<file path="src/rtl/modn_ctrl_pkg.sv">
// Shared definitions for the mod-N sweep controller: state encoding, default
// sizing and a step-distance helper for benches and host-side models.
package modn_ctrl_pkg;

    localparam int N_DEFAULT     = 10;
    localparam int MSB_DEFAULT   = 4;
    localparam int LAPW_DEFAULT  = 3;
    localparam int STEPW_DEFAULT = 12;

    typedef enum logic [1:0] {
        S_IDLE = 2'd0,
        S_LOAD = 2'd1,
        S_RUN  = 2'd2,
        S_FIN  = 2'd3
    } state_t;

    // Directed distance start->target on a ring of n values, plus full extra laps.
    function automatic int step_distance(input int start, input int target,
                                         input bit up, input int laps, input int n);
        int d;
        if (up) d = (target - start + n) % n;
        else    d = (start - target + n) % n;
        return d + laps * n;
    endfunction

endpackage

</file>
<file path="src/rtl/modn_sweep_ctrl_if.sv">
// Command, status and counter-control bundle between a host, the sweep
// controller and the mod-N counter datapath.
interface modn_sweep_ctrl_if
    import modn_ctrl_pkg::*;
#(
    parameter int MSB   = MSB_DEFAULT,
    parameter int LAPW  = LAPW_DEFAULT,
    parameter int STEPW = STEPW_DEFAULT
) ();

    logic             cmd_valid;
    logic             cmd_ready;
    logic [MSB-1:0]   cmd_target;
    logic             cmd_up;
    logic [LAPW-1:0]  cmd_laps;
    logic             cmd_preset;
    logic [MSB-1:0]   cmd_start;
    logic             abort;
    logic [MSB-1:0]   ctr_count;
    logic             ctr_en;
    logic             ctr_up;
    logic             ctr_load;
    logic [MSB-1:0]   ctr_load_val;
    logic             busy;
    logic             done;
    logic             aborted;
    logic             err;
    logic [STEPW-1:0] steps;

    modport master (
        output cmd_valid, cmd_target, cmd_up, cmd_laps, cmd_preset, cmd_start,
               abort, ctr_count,
        input  cmd_ready, ctr_en, ctr_up, ctr_load, ctr_load_val,
               busy, done, aborted, err, steps
    );

    modport slave (
        input  cmd_valid, cmd_target, cmd_up, cmd_laps, cmd_preset, cmd_start,
               abort, ctr_count,
        output cmd_ready, ctr_en, ctr_up, ctr_load, ctr_load_val,
               busy, done, aborted, err, steps
    );

endinterface

</file>
<file path="src/rtl/modn_lap_tracker.sv">
// Remaining-lap bookkeeping and the target compare that decides when a sweep
// stops: the target must be hit once more after all extra laps are used up.
module modn_lap_tracker
    import modn_ctrl_pkg::*;
#(
    parameter int MSB  = MSB_DEFAULT,
    parameter int LAPW = LAPW_DEFAULT
) (
    input  logic            clk,
    input  logic            arst,
    input  logic [MSB-1:0]  ctr_count,
    input  logic [MSB-1:0]  target,
    input  logic            load,
    input  logic [LAPW-1:0] laps,
    input  logic            step,
    output logic            hit,
    output logic            stop
);

    logic [LAPW-1:0] laps_rem;

    assign hit  = (ctr_count == target);
    assign stop = hit && (laps_rem == '0);

    // NOTE: sequential state uses non-blocking assignments so every flop samples pre-edge values.
    always_ff @(posedge clk or posedge arst) begin
        if (arst) begin
            laps_rem <= '0;
        end else if (load) begin
            laps_rem <= laps;
        end else if (step && hit && (laps_rem != '0)) begin
            laps_rem <= laps_rem - LAPW'(1);
        end
    end

endmodule

</file>
<file path="src/rtl/modn_sweep_ctrl.sv">
// Sweep sequencer: accepts one command, optionally presets the counter, runs it
// until the target is reached after the requested laps, then reports steps.
module modn_sweep_ctrl
    import modn_ctrl_pkg::*;
#(
    parameter int N     = N_DEFAULT,
    parameter int MSB   = MSB_DEFAULT,
    parameter int LAPW  = LAPW_DEFAULT,
    parameter int STEPW = STEPW_DEFAULT
) (
    input  logic          clk,
    input  logic          arst,
    modn_sweep_ctrl_if.slave bus
);

    localparam logic [MSB:0] N_LIMIT = (MSB+1)'(N);

    state_t           state;
    state_t           state_next;
    logic [MSB-1:0]   target_q;
    logic [MSB-1:0]   start_q;
    logic             up_q;
    logic [STEPW-1:0] steps_q;
    logic             done_q;
    logic             aborted_q;
    logic             err_q;

    logic accept;
    logic cmd_bad;
    logic cmd_ok;
    logic in_run;
    logic run_en;
    logic hit;
    logic stop;

    assign accept = (state == S_IDLE) && bus.cmd_valid;
    assign cmd_bad = ({1'b0, bus.cmd_target} >= N_LIMIT) ||
                     (bus.cmd_preset && ({1'b0, bus.cmd_start} >= N_LIMIT));
    assign cmd_ok = accept && !cmd_bad;
    assign in_run = (state == S_RUN);
    assign run_en = in_run && !stop && !bus.abort;

    modn_lap_tracker #(.MSB(MSB), .LAPW(LAPW)) u_lap_tracker (
        .clk       (clk),
        .arst      (arst),
        .ctr_count (bus.ctr_count),
        .target    (target_q),
        .load      (cmd_ok),
        .laps      (bus.cmd_laps),
        .step      (in_run),
        .hit       (hit),
        .stop      (stop)
    );

    always_ff @(posedge clk or posedge arst) begin
        if (arst) state <= S_IDLE;
        else      state <= state_next;
    end

    always_comb begin
        // NOTE: every signal written here gets a default first so no path infers a latch.
        state_next = state;
        case (state)
            S_IDLE: if (cmd_ok) state_next = bus.cmd_preset ? S_LOAD : S_RUN;
            S_LOAD: state_next = S_RUN;
            S_RUN: begin
                // Abort wins over a simultaneous stop: the sweep ends without done.
                if (bus.abort)  state_next = S_IDLE;
                else if (stop)  state_next = S_FIN;
            end
            S_FIN:   state_next = S_IDLE;
            default: state_next = S_IDLE;
        endcase
    end

    always_ff @(posedge clk or posedge arst) begin
        if (arst) begin
            target_q  <= '0;
            start_q   <= '0;
            up_q      <= 1'b0;
            steps_q   <= '0;
            done_q    <= 1'b0;
            aborted_q <= 1'b0;
            err_q     <= 1'b0;
        end else begin
            done_q    <= (state == S_FIN);
            aborted_q <= in_run && bus.abort;
            err_q     <= accept && cmd_bad;
            if (cmd_ok) begin
                target_q <= bus.cmd_target;
                start_q  <= bus.cmd_start;
                up_q     <= bus.cmd_up;
                steps_q  <= '0;
            end else if (run_en && (steps_q != '1)) begin
                steps_q <= steps_q + STEPW'(1);
            end
        end
    end

    assign bus.cmd_ready    = (state == S_IDLE);
    assign bus.busy         = (state != S_IDLE);
    assign bus.ctr_en       = run_en;
    assign bus.ctr_up       = (state != S_IDLE) && up_q;
    assign bus.ctr_load     = (state == S_LOAD);
    assign bus.ctr_load_val = (state == S_LOAD) ? start_q : '0;
    assign bus.done         = done_q;
    assign bus.aborted      = aborted_q;
    assign bus.err          = err_q;
    assign bus.steps        = steps_q;

    assert property (@(posedge clk) disable iff (arst) stop |-> hit);

endmodule

</file>
<file path="src/flat_wrapper.sv">
// flat-port wrapper written by rule: the top's interface ports become plain ports
module modn_sweep_ctrl_flat import modn_ctrl_pkg::*;
#(
    parameter int N     = N_DEFAULT,
    parameter int MSB   = MSB_DEFAULT,
    parameter int LAPW  = LAPW_DEFAULT,
    parameter int STEPW = STEPW_DEFAULT
)
  (clk, arst, bus_cmd_valid, bus_cmd_target, bus_cmd_up, bus_cmd_laps, bus_cmd_preset, bus_cmd_start, bus_abort, bus_ctr_count, bus_cmd_ready, bus_ctr_en, bus_ctr_up, bus_ctr_load, bus_ctr_load_val, bus_busy, bus_done, bus_aborted, bus_err, bus_steps);
  modn_sweep_ctrl_if #(.MSB(MSB), .LAPW(LAPW), .STEPW(STEPW)) bus_i ();
  input  logic clk;
  input  logic arst;
  input wire logic [$bits(bus_i.cmd_valid)-1:0] bus_cmd_valid;
  input wire logic [$bits(bus_i.cmd_target)-1:0] bus_cmd_target;
  input wire logic [$bits(bus_i.cmd_up)-1:0] bus_cmd_up;
  input wire logic [$bits(bus_i.cmd_laps)-1:0] bus_cmd_laps;
  input wire logic [$bits(bus_i.cmd_preset)-1:0] bus_cmd_preset;
  input wire logic [$bits(bus_i.cmd_start)-1:0] bus_cmd_start;
  input wire logic [$bits(bus_i.abort)-1:0] bus_abort;
  input wire logic [$bits(bus_i.ctr_count)-1:0] bus_ctr_count;
  output wire logic [$bits(bus_i.cmd_ready)-1:0] bus_cmd_ready;
  output wire logic [$bits(bus_i.ctr_en)-1:0] bus_ctr_en;
  output wire logic [$bits(bus_i.ctr_up)-1:0] bus_ctr_up;
  output wire logic [$bits(bus_i.ctr_load)-1:0] bus_ctr_load;
  output wire logic [$bits(bus_i.ctr_load_val)-1:0] bus_ctr_load_val;
  output wire logic [$bits(bus_i.busy)-1:0] bus_busy;
  output wire logic [$bits(bus_i.done)-1:0] bus_done;
  output wire logic [$bits(bus_i.aborted)-1:0] bus_aborted;
  output wire logic [$bits(bus_i.err)-1:0] bus_err;
  output wire logic [$bits(bus_i.steps)-1:0] bus_steps;
  assign bus_i.cmd_valid = bus_cmd_valid;
  assign bus_i.cmd_target = bus_cmd_target;
  assign bus_i.cmd_up = bus_cmd_up;
  assign bus_i.cmd_laps = bus_cmd_laps;
  assign bus_i.cmd_preset = bus_cmd_preset;
  assign bus_i.cmd_start = bus_cmd_start;
  assign bus_i.abort = bus_abort;
  assign bus_i.ctr_count = bus_ctr_count;
  assign bus_cmd_ready = bus_i.cmd_ready;
  assign bus_ctr_en = bus_i.ctr_en;
  assign bus_ctr_up = bus_i.ctr_up;
  assign bus_ctr_load = bus_i.ctr_load;
  assign bus_ctr_load_val = bus_i.ctr_load_val;
  assign bus_busy = bus_i.busy;
  assign bus_done = bus_i.done;
  assign bus_aborted = bus_i.aborted;
  assign bus_err = bus_i.err;
  assign bus_steps = bus_i.steps;
  modn_sweep_ctrl #(.N(N), .MSB(MSB), .LAPW(LAPW), .STEPW(STEPW)) u_core (.clk(clk), .arst(arst), .bus(bus_i));
endmodule
</file>
<file path="config.mk">
export PLATFORM = sky130hd
export DESIGN_NAME = modn_sweep_ctrl_flat
export DESIGN_NICKNAME = d
export VERILOG_FILES = /design/src/rtl/modn_ctrl_pkg.sv /design/src/rtl/modn_sweep_ctrl_if.sv /design/src/rtl/modn_lap_tracker.sv /design/src/rtl/modn_sweep_ctrl.sv /design/src/flat_wrapper.sv
export SDC_FILE = /design/constraint.sdc
export NUM_CORES = 1
export LEC_CHECK = 0
export ABC_AREA = 1
export ABC_CLOCK_PERIOD_IN_PS = 1600
export BUFFER_PORTS_ARGS = -buffer_cell sky130_fd_sc_hd__buf_4
export CORE_MARGIN = 5
export CORE_UTILIZATION = 40
export DETAILED_ROUTE_END_ITERATION = 7
export PLACE_DENSITY = 0.61
export SYNTH_ARGS = -nofsm -noshare
export SYNTH_HDL_FRONTEND = slang
export SYNTH_SLANG_ARGS = --single-unit
export TNS_END_PERCENT = 100
</file>
<file path="constraint.sdc">
create_clock -name clk -period 1.6 [get_ports clk]
set_clock_uncertainty 0.05 [all_clocks]
set_input_delay 0 -clock clk [delete_from_list [all_inputs] [get_ports clk]]
set_output_delay 0 -clock clk [all_outputs]
set_load 0.02 [all_outputs]
</file>
==> out/metrics.yaml <==
placement:
  dp_hpwl_mm: 3.13
  io_buffers: 44
  placed_area_um2: 2230
  pre_cts_slack_ns: 0.0303
  globalplace.congestion: 0.832
  placed_cells: 348
critical_path:
  critPathMaxStageDelay_ns: 0.38
  start_kind: "register"
  ff2ff_path_depth: 9
  slowest_stage: "dfrtp_1"
  path_cells: "inv_2 > ha_1 > inv_1 > nor2_2 > nand3_2 > nand2_2 > inv_1 > buf_4"
  path_common_cell: "inv_1"
  cp.required_ns: 1.55
  crit_type: "register to primary output"
  arrival_ns: 1.47
  crit_fanout: 3
  endpoint_kind: "primary output"
final_layout:
  fin_area_um2: 2540
  post_route_cells_drive_above_1_share_pct: 28.2
  final_common_cell: "nand2_1"
  n_fill_cell: 412
  layout.cells.non_filler: 375
  fin_nets: 346
  syn_to_final_growth_pct: 46.0
  finish.utilization_pct: 59.1
  n_antenna_cell: 0
  mostFrequentLayoutCells: "84 x nand2_1, 58 x buf_4, 33 x inv_1"
drt:
  routedWlPerCell_um: 11.3
  m1WireLength_mm: 1.88
  wl_mm: 4.22
  vias: 1692
  highest_layer: "met4"
  wl_met3_um: 195
  dr.pass1.iters: 4
  via_per_inst: 4.51
  drc: 0
  ant_nets: 0
  drt_iter0_markers: 85
  dr_wl_met2_mm: 2.08
grt:
  grt.overflow.total: 0
  grt_max_degree: 18
  track_usage_pct: 16.9
  antenna_found_initial: 0
  grt_pass1_wl_mm: 7.31
  grt_pass1_vias: 1659
synthesis:
  yosys-top-cells-area: "dfrtp_1 42%, nand2_1 18%, inv_1 7.3%"
  yosys_register_bits: 29
  ys_seq_area_share_pct: 41.8
  avgSynthCellArea_um2: 7.09
  synth_cell_types: 26
  yosys.area.top_type: "dfrtp_1"
  syn_nets: 269
  syn-instance-count: 245
  ys.warnings.count: 0
  synth_top_area_share_pct: 41.8
  syn_area_um2: 1740
cts:
  clk_pin_slew_ns: 0.06
  cts_tree: "done"
  cts_root_buffer: "clkbuf_8"
  cts_max_level: 2
  worstSkewPairLatency_ns: 0.28
  cts.sinks: 29
  cts_max_path_buffers: 2
  cts_buffers: 5
sta:
  period_share_pct: 95.3
  worst_pin_slew_ns: 0.551
  slew_violations: 0
  hold_violations: 0
  rsz0062_at_grt: "yes"
  finalSetupViolCount: 0
  worst_slew_margin_rel_pct: 63.3
  fin_setup_tns_ns: 0
  fmax_ghz: 0.656
  postLayoutSetupSlackWorst_ns: 0.0751
  whs_ns: 0.0250
  fin_crit_ns: 1.52
pwr:
  p_leak_nw: 1.41
  p_total_mw: 4.10
  vdd_drop_max_v: 0.000638
  p_per_area_nw_per_um2: 1620
worst_hold_path:
  hold_depth: 4
  hold_path_class: "primary input to register"
die:
  ios: 45
  start_util_pct: 40.4
  fp.dieH_um: 75.9
  die_x_um: 75.9
  rows: 24
  die_area_um2: 5760
  core_area_um2: 4290
status:
  outcome: "completed"
run:
  maxCapViolCount: 0
-- flip-flops by register name, summed over array words and instances, names as in the netlist --
register,cells
u_core.start_q,4
u_core.bus.aborted,1
u_core.up_q,1
u_core.bus.done,1
u_core.bus.err,1
u_core.target_q,4
u_core.state,2
u_core.u_lap_tracker.laps_rem,3
u_core.bus.steps,12
-- routing by layer --
| metal | GRT usage [%] | vias to the layer above |
|---|---|---|
| met2 | 28.5 | 26 |
| met3 | 4.22 | 6 |
| met1 | 20.9 | 760 |
| met4 | 6.02 | 0 |
| met5 | 0 | - |
| li1 | - | 900 |
-- critical path: cells and delay by family (launching register included) --
| kind | cells | cell delay, ns |
|---|---|---|
| flops | 1 | 0.38 |
| simple gates | 3 | 0.33 |
| buf+inv | 4 | 0.35 |
| fa+ha+maj | 1 | 0.14 |
-- final cells by class --
cell class,count,area (µm²),area share [%]
multi-input combinational,171,838,33.1
sequential,29,728,28.7
clock buffer,7,96.3,3.80
timing repair buffer,77,657,25.9
clock inverter,1,5.00,0.197
inverter,38,146,5.77
tap,52,65.1,2.57
-- where the power goes --
group	internal, mW	leakage (nW)	total (mW)	switching [mW]
registers	1.04	0.375	1.26	0.213
logic	0.930	0.981	2.18	1.25
clock network	0.388	0.0542	0.669	0.281
total	2.36	1.41	4.10	1.74
-- kinds of logic (layout without fill, tap and decap cells) --
family / count (synthesis) / in the layout / synth area share, %
AOI/OAI and AO/OA: 16 / 16 / 5.04
xor gates and xnor gates: 7 / 7 / 3.53
adders and majority gates: 3 / 3 / 2.16
buffers and inverters: 45 / 123 / 11.1
DFF: 29 / 29 / 41.8
and+or+nand+nor: 145 / 145 / 36.4
-- cell usage after synthesis --
| cell type | count |
|---|---|
| nor2_2 | 1 |
| xnor2_1 | 1 |
| nor3_4 | 1 |
| inv_1 | 34 |
| nand2_1 | 85 |
| nand3_1 | 22 |
| inv_2 | 3 |
| nand4_1 | 3 |
| a21boi_0 | 1 |
| o21ai_0 | 11 |
| o211ai_1 | 1 |
| buf_4 | 1 |
| a21oi_1 | 1 |
| nand3_2 | 4 |
| nand2_2 | 2 |
| buf_2 | 3 |
| nor2_4 | 1 |
| o21bai_1 | 1 |
| buf_6 | 2 |
| clkinv_2 | 1 |
| xor2_1 | 6 |
| nor2_1 | 26 |
| ha_1 | 3 |
| dfrtp_1 | 29 |
| buf_1 | 1 |
| o21ai_1 | 1 |
-- worst paths after layout --
check                                                         to                              from  slack [ns]
worst min-delay path                              u_core.bus.err                     bus_cmd_valid        0.02
worst max-delay path                                  bus_ctr_en  u_core.u_lap_tracker.laps_rem[0]        0.08
worst min register to register                   u_core.bus.done                   u_core.state[0]        0.46
min in group asynchronous       u_core.u_lap_tracker.laps_rem[2]                              arst        0.28
worst max register to register               u_core.bus.steps[6]               u_core.bus.steps[0]        0.12
max in group asynchronous                      u_core.start_q[3]                              arst        0.75
-- repair_timing --
item | in CTS | in global routing
endpoints found under the hold margin | 26 | 0
setup endpoints to repair | 1 | 26
pin swaps | 1 | 2
cloned | 0 | 0
resized for setup | 0 | 9
hold buffers | 15 | 0
setup buffers | 1 | 3
Power figures use the tool's default switching activity.
